[config.mk]
export PLATFORM = sky130hd
export DESIGN_NAME = ssp_tx_serializer_flat
export DESIGN_NICKNAME = d
export VERILOG_FILES = /design/src/rtl/ssp_tx_serializer_pkg.sv /design/src/rtl/ssp_tx_serializer_if.sv /design/src/rtl/ssp_tx_serializer_bit_timer.sv /design/src/rtl/ssp_tx_serializer.sv /design/src/flat_wrapper.sv
export SDC_FILE = /design/constraint.sdc
export NUM_CORES = 1
export LEC_CHECK = 0
export BUFFER_PORTS_ARGS = -buffer_cell sky130_fd_sc_hd__buf_4
export CAP_MARGIN = 20
export CORE_MARGIN = 1
export CORE_UTILIZATION = 35
export CTS_CLUSTER_SIZE = 28
export DETAILED_ROUTE_END_ITERATION = 8
export PLACE_DENSITY = 0.59
export SYNTH_ARGS = -nofsm -noshare
export SYNTH_HDL_FRONTEND = slang
export SYNTH_SLANG_ARGS = --single-unit
[constraint.sdc]
create_clock -name pclk -period 3 [get_ports pclk]
set_clock_uncertainty 0.05 [all_clocks]
set_input_delay 0.45 -clock pclk [delete_from_list [all_inputs] [get_ports pclk]]
set_output_delay 0.45 -clock pclk [all_outputs]
set_load 0.005 [all_outputs]
[src/rtl/ssp_tx_serializer_pkg.sv]
// Shared SSP definitions: FSM state encoding, default word width, phase-counter sizing.
// Latency: n/a (types and constants only).
// Backpressure: n/a.
package ssp_tx_serializer_pkg;

    localparam int SSP_WIDTH = 8;

    // Encoding is shared with the receive-side deserializer; keep values stable.
    typedef enum logic [2:0] {
        ST_IDLE  = 3'd0,
        ST_POP   = 3'd1,
        ST_LOAD  = 3'd2,
        ST_FRAME = 3'd3,
        ST_SHIFT = 3'd4
    } ssp_state_e;

    // Phase counter spans 0 .. 2*half_period-1; never narrower than one bit.
    function automatic int phase_width(input int half_period);
        int w;
        w = $clog2(2 * half_period);
        return (w < 1) ? 1 : w;
    endfunction

endpackage

[src/rtl/ssp_tx_serializer_if.sv]
// Bundle of TX FIFO read-port and SSP pin signals around the serializer.
// Latency: n/a (wiring only).
// Backpressure: FIFO side signals availability with tx_empty; serializer pulls with tx_pop.
interface ssp_tx_serializer_if
    import ssp_tx_serializer_pkg::*;
#(
    parameter int WIDTH = SSP_WIDTH
);
    logic             en;
    logic             tx_empty;
    logic [WIDTH-1:0] tx_data;
    logic             tx_pop;
    logic             ssptxd;
    logic             sspclkout;
    logic             sspfssout;
    logic             sspoe_b;
    logic             busy;

    // Serializer side: consumes FIFO/control inputs, drives pop and pins.
    modport master (
        input  en, tx_empty, tx_data,
        output tx_pop, ssptxd, sspclkout, sspfssout, sspoe_b, busy
    );

    // Environment side: FIFO plus control, observes pins.
    modport slave (
        output en, tx_empty, tx_data,
        input  tx_pop, ssptxd, sspclkout, sspfssout, sspoe_b, busy
    );
endinterface

[src/rtl/ssp_tx_serializer_bit_timer.sv]
// Bit-period timer: phase counter with ticks at end of high half and end of bit.
// Latency: ticks are decoded from the registered phase in the same cycle.
// Backpressure: none; free-runs while run_i is high, restarts on start_i.
module ssp_tx_serializer_bit_timer
    import ssp_tx_serializer_pkg::*;
#(
    parameter int HALF_PERIOD = 1
) (
    input  logic pclk,
    input  logic clear,
    input  logic start_i,
    input  logic run_i,
    output logic half_tick_o,
    output logic bit_tick_o
);
    localparam int            PW        = phase_width(HALF_PERIOD);
    localparam logic [PW-1:0] HALF_LAST = PW'(HALF_PERIOD - 1);
    localparam logic [PW-1:0] BIT_LAST  = PW'(2 * HALF_PERIOD - 1);

    logic [PW-1:0] phase_q;
    logic [PW-1:0] phase_d;

    assign half_tick_o = run_i && (phase_q == HALF_LAST);
    assign bit_tick_o  = run_i && (phase_q == BIT_LAST);

    // Next phase: hold at zero when stopped or restarting, wrap at end of bit.
    always_comb begin
        phase_d = phase_q;
        if (start_i || !run_i) begin
            phase_d = '0;
        end else if (bit_tick_o) begin
            phase_d = '0;
        end else begin
            phase_d = phase_q + 1'b1;
        end
    end

    // Phase register.
    always_ff @(posedge pclk or posedge clear) begin
        if (clear) begin
            phase_q <= '0;
        end else begin
            phase_q <= phase_d;
        end
    end

endmodule

[src/rtl/ssp_tx_serializer.sv]
// SSP transmit serializer: pops FIFO words, sends frame sync then MSB-first data with sspclkout.
// Latency: POP/LOAD take 2 cycles, then (WIDTH+1) bit periods of 2*HALF_PERIOD cycles each.
// Backpressure: pops only when en=1 and tx_empty=0 at IDLE or at the end of a word.
module ssp_tx_serializer
    import ssp_tx_serializer_pkg::*;
#(
    parameter int WIDTH       = SSP_WIDTH,
    parameter int HALF_PERIOD = 1
) (
    input  logic                pclk,
    input  logic                clear,
    ssp_tx_serializer_if.master bus
);
    localparam int            CW       = (WIDTH > 1) ? $clog2(WIDTH) : 1;
    localparam logic [CW-1:0] CNT_LAST = CW'(WIDTH - 1);

    ssp_state_e       state_q, state_d;
    logic [WIDTH-1:0] shreg_q, shreg_d;
    logic [CW-1:0]    bitcnt_q, bitcnt_d;

    logic tx_pop_q,    tx_pop_d;
    logic ssptxd_q,    ssptxd_d;
    logic sspclkout_q, sspclkout_d;
    logic sspfssout_q, sspfssout_d;
    logic sspoe_b_q,   sspoe_b_d;
    logic busy_q,      busy_d;

    logic timer_start;
    logic timer_run;
    logic half_tick;
    logic bit_tick;
    logic can_pop;
    logic next_serial;

    // Timer starts from phase 0 on FRAME entry and only runs while bits are on the line.
    assign timer_start = (state_q == ST_LOAD);
    assign timer_run   = (state_q == ST_FRAME) || (state_q == ST_SHIFT);
    assign can_pop     = bus.en && !bus.tx_empty;

    ssp_tx_serializer_bit_timer #(
        .HALF_PERIOD (HALF_PERIOD)
    ) u_bit_timer (
        .pclk        (pclk),
        .clear       (clear),
        .start_i     (timer_start),
        .run_i       (timer_run),
        .half_tick_o (half_tick),
        .bit_tick_o  (bit_tick)
    );

    // Next state, datapath next values, and next-cycle output decode.
    always_comb begin
        state_d  = state_q;
        shreg_d  = shreg_q;
        bitcnt_d = bitcnt_q;

        case (state_q)
            ST_IDLE: begin
                if (can_pop) begin
                    state_d = ST_POP;
                end
            end
            ST_POP: begin
                state_d = ST_LOAD;
            end
            ST_LOAD: begin
                // FIFO data is valid the cycle after the pop request.
                shreg_d  = bus.tx_data;
                bitcnt_d = CNT_LAST;
                state_d  = ST_FRAME;
            end
            ST_FRAME: begin
                if (bit_tick) begin
                    state_d = ST_SHIFT;
                end
            end
            ST_SHIFT: begin
                if (bit_tick) begin
                    shreg_d = shreg_q << 1;
                    if (bitcnt_q == '0) begin
                        // Decision point: chain straight into the next word or go idle.
                        state_d = can_pop ? ST_POP : ST_IDLE;
                    end else begin
                        bitcnt_d = bitcnt_q - 1'b1;
                    end
                end
            end
            default: begin
                state_d = ST_IDLE;
            end
        endcase

        // Outputs are registered from next-state values so they line up with the state.
        next_serial = (state_d == ST_FRAME) || (state_d == ST_SHIFT);
        tx_pop_d    = (state_d == ST_POP);
        busy_d      = (state_d != ST_IDLE);
        sspoe_b_d   = (state_d == ST_IDLE);
        sspfssout_d = (state_d == ST_FRAME);
        ssptxd_d    = (state_d == ST_SHIFT) ? shreg_d[WIDTH-1] : 1'b0;

        // Serial clock rises at the start of every bit period, falls at mid-bit.
        sspclkout_d = 1'b0;
        if (next_serial) begin
            if ((state_q == ST_LOAD) || bit_tick) begin
                sspclkout_d = 1'b1;
            end else if (half_tick) begin
                sspclkout_d = 1'b0;
            end else begin
                sspclkout_d = sspclkout_q;
            end
        end
    end

    // State register.
    always_ff @(posedge pclk or posedge clear) begin
        if (clear) begin
            state_q <= ST_IDLE;
        end else begin
            state_q <= state_d;
        end
    end

    // Shift register, bit counter and registered pin outputs.
    always_ff @(posedge pclk or posedge clear) begin
        if (clear) begin
            shreg_q     <= '0;
            bitcnt_q    <= '0;
            tx_pop_q    <= 1'b0;
            ssptxd_q    <= 1'b0;
            sspclkout_q <= 1'b0;
            sspfssout_q <= 1'b0;
            sspoe_b_q   <= 1'b1;
            busy_q      <= 1'b0;
        end else begin
            shreg_q     <= shreg_d;
            bitcnt_q    <= bitcnt_d;
            tx_pop_q    <= tx_pop_d;
            ssptxd_q    <= ssptxd_d;
            sspclkout_q <= sspclkout_d;
            sspfssout_q <= sspfssout_d;
            sspoe_b_q   <= sspoe_b_d;
            busy_q      <= busy_d;
        end
    end

    assign bus.tx_pop    = tx_pop_q;
    assign bus.ssptxd    = ssptxd_q;
    assign bus.sspclkout = sspclkout_q;
    assign bus.sspfssout = sspfssout_q;
    assign bus.sspoe_b   = sspoe_b_q;
    assign bus.busy      = busy_q;

endmodule

[src/flat_wrapper.sv]
// flat-port wrapper written by rule: the top's interface ports become plain ports
module ssp_tx_serializer_flat import ssp_tx_serializer_pkg::*;
#(
    parameter int WIDTH       = SSP_WIDTH,
    parameter int HALF_PERIOD = 1
)
  (pclk, clear, bus_en, bus_tx_empty, bus_tx_data, bus_tx_pop, bus_ssptxd, bus_sspclkout, bus_sspfssout, bus_sspoe_b, bus_busy);
  ssp_tx_serializer_if #(.WIDTH(WIDTH)) bus_i ();
  input  logic pclk;
  input  logic clear;
  input wire logic [$bits(bus_i.en)-1:0] bus_en;
  input wire logic [$bits(bus_i.tx_empty)-1:0] bus_tx_empty;
  input wire logic [$bits(bus_i.tx_data)-1:0] bus_tx_data;
  output wire logic [$bits(bus_i.tx_pop)-1:0] bus_tx_pop;
  output wire logic [$bits(bus_i.ssptxd)-1:0] bus_ssptxd;
  output wire logic [$bits(bus_i.sspclkout)-1:0] bus_sspclkout;
  output wire logic [$bits(bus_i.sspfssout)-1:0] bus_sspfssout;
  output wire logic [$bits(bus_i.sspoe_b)-1:0] bus_sspoe_b;
  output wire logic [$bits(bus_i.busy)-1:0] bus_busy;
  assign bus_i.en = bus_en;
  assign bus_i.tx_empty = bus_tx_empty;
  assign bus_i.tx_data = bus_tx_data;
  assign bus_tx_pop = bus_i.tx_pop;
  assign bus_ssptxd = bus_i.ssptxd;
  assign bus_sspclkout = bus_i.sspclkout;
  assign bus_sspfssout = bus_i.sspfssout;
  assign bus_sspoe_b = bus_i.sspoe_b;
  assign bus_busy = bus_i.busy;
  ssp_tx_serializer #(.WIDTH(WIDTH), .HALF_PERIOD(HALF_PERIOD)) u_core (.pclk(pclk), .clear(clear), .bus(bus_i));
endmodule
Yosys cells after proc, flatten, opt, wreduce, memory -nomap -nowiden
Index checks and enable logic that the tools add are counted.

Flip-flop bits (word level): 21.

$add $sub $neg: 2. Eq/ne operators: 10. Muxes and demuxes: 17. Bitwise operators: 1. Reduce and logical (&&, ||, !) cells: 16.

Operator list (number): $mux W3 (6); $pmux W8 S2 (1); $pmux W3 S5 (1); $eq A3 B2 Y1 const B (3); $logic_not A3 Y1 (3); $mux W8 (1); $mux W1 (7); $eq A3 B1 Y1 const B (2); $eq A3 B3 Y1 const B (2); $pmux W3 S2 (1); $logic_or A1 B1 Y1 (4); $logic_and A1 B1 Y1 (3); $ne A3 B2 Y1 const B (1); $reduce_and A3 Y1 (1); $reduce_bool A3 Y1 (1); $sub A3 B1 Y3 const B (1); $logic_not A1 Y1 (2); $ne A2 B1 Y1 const B (1); $ne A2 B2 Y1 const B (1); $reduce_and A2 Y1 (1); $reduce_bool A2 Y1 (1); $add A1 B1 Y1 const B (1); $not A1 Y1 (1).

Logic depth before layout (Yosys ltp)
Depth in word-level cells: 9. Depth in mapped cells: 6.

Hierarchy
From an unflattened synthesis, not the netlist that was laid out.

Cell total of the unflattened synthesis: 98. Area, all modules: 1031.0 sq um.

Modules (own cells, without submodules): ssp_tx_serializer (instances 1, cells an instance 93, area each 977.2 sq um); ssp_tx_serializer_bit_timer (instances 1, cells an instance 5, area each 53.8 sq um).

Least setup slack after synthesis
No wires, ideal clock.

Path kind: register to register. Start point: reg u_core.bitcnt_q[0]. End point: reg u_core.sspclkout_q (netlist: u_core.bus.sspclkout). Data arrival time: 1.203 ns. Data required time: 2.819 ns. Setup slack: 1.616 ns. Cell stages (with the launch flop): 7. Path buffers: 0. Path through: dfrtp_1 > inv_1 > ha_1 > nor2b_1 > nand2_1 > a31oi_1 > a21oi_2.

Word-level cells in the longest chain between the ends: 7.

RTL lines: start: declaration (RTL line ssp_tx_serializer.sv:19) `logic [CW-1:0] bitcnt_q, bitcnt_d;`; start signal: assignment (RTL line ssp_tx_serializer.sv:136) `bitcnt_q <= bitcnt_d;`; $logic_not A3 Y1 * (RTL line ssp_tx_serializer.sv:80) `if (bitcnt_q == '0) begin`; $mux W3 * (RTL line ssp_tx_serializer.sv:80); $mux W3 * (RTL line ssp_tx_serializer.sv:78) `if (bit_tick) begin`; $pmux W3 S5 * (RTL line ssp_tx_serializer.sv:57) `case (state_q)`; $eq A3 B2 Y1 / $eq A3 B3 Y1 (equally long branches) (RTL line ssp_tx_serializer.sv:94) `next_serial = (state_d == ST_FRAME) || (state_d == ST_SHIFT);`; $logic_or A1 B1 Y1 * (RTL line ssp_tx_serializer.sv:94); $ne A3 B2 Y1 (no source line) / $mux W1 (equally long branches); end signal: assignment (RTL line ssp_tx_serializer.sv:139) `sspclkout_q <= sspclkout_d;`; end: declaration (RTL line ssp_tx_serializer.sv:23) `logic sspclkout_q, sspclkout_d;`.

Every way passes the cells marked *; elsewhere a longest branch is shown, timed or not. A chain may end at the register's enable or synchronous reset.

Final worst setup path
Start point: reg u_core.state_q[2]. End point: reg u_core.bitcnt_q[1].

Word-level cells in the longest chain between the ends: 5.

RTL lines: start: declaration (RTL line ssp_tx_serializer.sv:17) `ssp_state_e state_q, state_d;`; start signal: assignment (RTL line ssp_tx_serializer.sv:119) `state_q <= state_d;`; $eq A3 B2 Y1 / $eq A3 B3 Y1 (equally long branches) (RTL line ssp_tx_serializer.sv:37, ssp_tx_serializer.sv:57); $logic_or A1 B1 Y1 (RTL line ssp_tx_serializer.sv:37) `assign timer_run = (state_q == ST_FRAME) || (state_q == ST_SHIFT);`; $logic_and A1 B1 Y1 (RTL line ssp_tx_serializer_bit_timer.sv:24) `assign bit_tick_o = run_i && (phase_q == BIT_LAST);`; $ne A2 B1 Y1 (no source line); $reduce_and A3 Y1 (no source line).

Several ways; a longest one is shown, not always the timed one.

==> results.json <==
{
  "portBuffers": 17,
  "synthDistinctLibCells": 35,
  "final.period_utilization": 0.622,
  "drive_above_1_share": 0.225,
  "start_util": 0.372,
  "synth_area_per_cell_um2": 9.87,
  "async_reset_ff_frac": 1.00,
  "cp-end-kind": "register",
  "row_count": 19,
  "grt_usage": 0.125,
  "placed_area_mm2": 0.00117,
  "max_stage_delay_ns": 0.77,
  "grt_pass1_vias": 683,
  "place_congestion": 0.722,
  "clockBufferDepth": 2,
  "ios": 18,
  "root_buffer": "clkbuf_4",
  "finalSetupViolations": 0,
  "max_freq_ghz": 0.536,
  "syn_area_mm2": 0.00104,
  "drv_cap": 0,
  "tightest_slew_ns": 0.839,
  "utilization": 0.430,
  "synth_area_leaders": "dfrtp_1, nand2_1, a22oi_1",
  "path_cells": "nor3b_2 -> o211ai_1 -> o21ai_0 -> a31oi_1",
  "antenna_cells": 0,
  "criticalPathCategory": "reg2reg",
  "dieArea_mm2": 0.00318,
  "powerDensity_mw_per_mm2": 876,
  "fill_cells": 272,
  "synth_edf_count": 0,
  "grt_pass1_wl_um": 3000,
  "wl_per_cell_um": 12.1,
  "cts_setup_buffers": 0,
  "drt-total-wl_um": 1830,
  "mostFrequentLayoutCell": "dfrtp_1",
  "slowest_stage": "nor3b_2",
  "ff2ff_setup_slack_ns": 1.13,
  "relSlewSlack": 0.438,
  "hold_viol_final": 0,
  "critPathLaunchType": "register",
  "clock-sinks": 21,
  "post_cts_resized": 0,
  "core_area_mm2": 0.00278,
  "grt_max_degree": 22,
  "fin_nets": 135,
  "area_growth_pct": 15.5,
  "htreeDepth": 1,
  "dr_total_vias": 774,
  "cp_top_family": "simple AND/OR/NAND/NOR gates",
  "yosys.area.top_type_share": 0.483,
  "hold_class": "in2async",
  "synth_fp_nets": 119,
  "r2r_start": "u_core.state_q[2]$_DFF_PP0_",
  "arrival_ns": 2.00,
  "cts_buffers": 3,
  "cts_tree": "done",
  "drtAntennaViolNets": 0,
  "timing.final.crit_period_ns": 1.87,
  "status": "complete, no violations",
  "drt-pass1-iter-count": 4,
  "totalPowerFinal_uw": 1050,
  "ys.flop_type": "dfrtp_1",
  "fp.dieH_um": 56.4,
  "vias_per_cell": 5.13,
  "crit_fanout": 17,
  "synth-seq-area-share": 0.508,
  "antenna_found_initial": 0,
  "gr-total-overflow": 0,
  "power_leakage_uw": 0.000575,
  "first_iter_violations": 31,
  "cts.clk_slew.worst_paths_ns": 0.12,
  "required_ns": 3.14,
  "r2r_cells": 4,
  "slew_violations": 0,
  "cts_hold_buf": 0,
  "die_x_um": 56.4,
  "drc": 0,
  "netlist_instances": 105,
  "ys_seq_elements": 21,
  "hpwl_um": 1260,
  "regToRegEndpoint": "u_core.bitcnt_q[1]$_DFFE_PP0P_",
  "path_buf_inv": 0,
  "setup_tns_ns": 0,
  "clock_latency_ns": 0.31,
  "layout_common_cells": "dfrtp_1, nand2_1, buf_4, a21oi_1, a22oi_1",
  "rsz0062_at_grt": "no",
  "design_area_mm2": 0.00120,
  "yosys.area.top_type": "dfrtp_1",
  "yosysWarnings": 0,
  "irDropWorstVdd_uv": 473
}
[worst max path at each step]
stage,end,slack (ns),depth (start not counted),start
2_1_floorplan,u_core.bus.sspclkout$_DFFE_PP0P_,1.62,6,u_core.bitcnt_q[0]$_DFFE_PP0P_
3_3_place_gp,u_core.bus.ssptxd$_DFF_PP0_,1.17,3,u_core.state_q[2]$_DFF_PP0_
3_5_place_dp,u_core.bitcnt_q[1]$_DFFE_PP0P_,1.13,4,u_core.state_q[2]$_DFF_PP0_
4_1_cts,u_core.bitcnt_q[1]$_DFFE_PP0P_,1.13,4,u_core.state_q[2]$_DFF_PP0_
5_1_grt,u_core.bitcnt_q[1]$_DFFE_PP0P_,0.90,4,u_core.state_q[2]$_DFF_PP0_
6_report,u_core.bitcnt_q[1]$_DFFE_PP0P_,1.13,4,u_core.state_q[2]$_DFF_PP0_
[routing by layer]
| metal | wire length, um | up-vias | part of all wire | GRT usage |
|---|---|---|---|---|
| met1 | 911 | 355 | 0.50 | 0.167 |
| met3 | 88 | 4 | 0.048 | 0.0438 |
| met2 | 801 | 18 | 0.44 | 0.182 |
| met4 | 24 | 0 | 0.013 | 0.0523 |
| li1 | - | 397 | - | - |
| met5 | 0 | - | 0 | 0 |
[flip-flops by register name, summed over array words and instances, names as in the netlist]
signal,flops
u_core.bus.busy,1
u_core.bus.sspoe_b,1
u_core.bus.sspclkout,1
u_core.bus.tx_pop,1
u_core.shreg_q,8
u_core.bitcnt_q,3
u_core.bus.sspfssout,1
u_core.state_q,3
u_core.bus.ssptxd,1
u_core.u_bit_timer.phase_q,1
[cell families (layout without fill, tap and decap cells)]
kind of cell	Yosys count	in the layout	synth area share
buffers and inverters	12	27	0.0543
AO/OA/AOI/OAI	29	29	0.191
flip-flops	21	21	0.508
AND/OR/NAND/NOR	41	41	0.222
adder cells (fa/ha/maj)	2	2	0.0242
[where the power goes]
group | internal (uW) | switching, uW
combinational | 203 | 200
sequential | 393 | 114
clock | 49.9 | 87.8
[metrics by stage]
stage                     setup WS, ns  hold WS [ns]  instances
after floorplan                   1.62         0.376        105
after global placement            1.17         0.410        147
after detailed placement          1.13         0.420        147
after CTS                         1.13         0.248        151
after global routing             0.899         0.285        151
final                             1.13         0.218        151
[Yosys cell counts (all sizes together), types with 2 or more instances]
master,instances
a22o,2
o21ai,2
and3,2
nor3,3
inv,6
nor2b,3
a31oi,2
nor2,4
a21oi,9
nand2b,5
buf,5
ha,2
a22oi,7
nand2,17
dfrtp,20
nand3b,2
[area by class of cell]
class | instances | area (um^2) | area share
timing repair buffer | 17 | 128 | 0.107
sequential | 21 | 527 | 0.440
clock inverter | 1 | 5.00 | 0.00418
multi-input combinational | 72 | 453 | 0.379
inverter | 6 | 22.5 | 0.0188
tap | 31 | 38.8 | 0.0324
clock buffer | 3 | 22.5 | 0.0188
[worst register-to-register path, stage by stage, from the launching register on]
cell and delay, ns:
dfrtp_1 0.56, nor3b_2 0.77, o211ai_1 0.14, o21ai_0 0.12, a31oi_1 0.11
(Power assumes the default switching activity.)
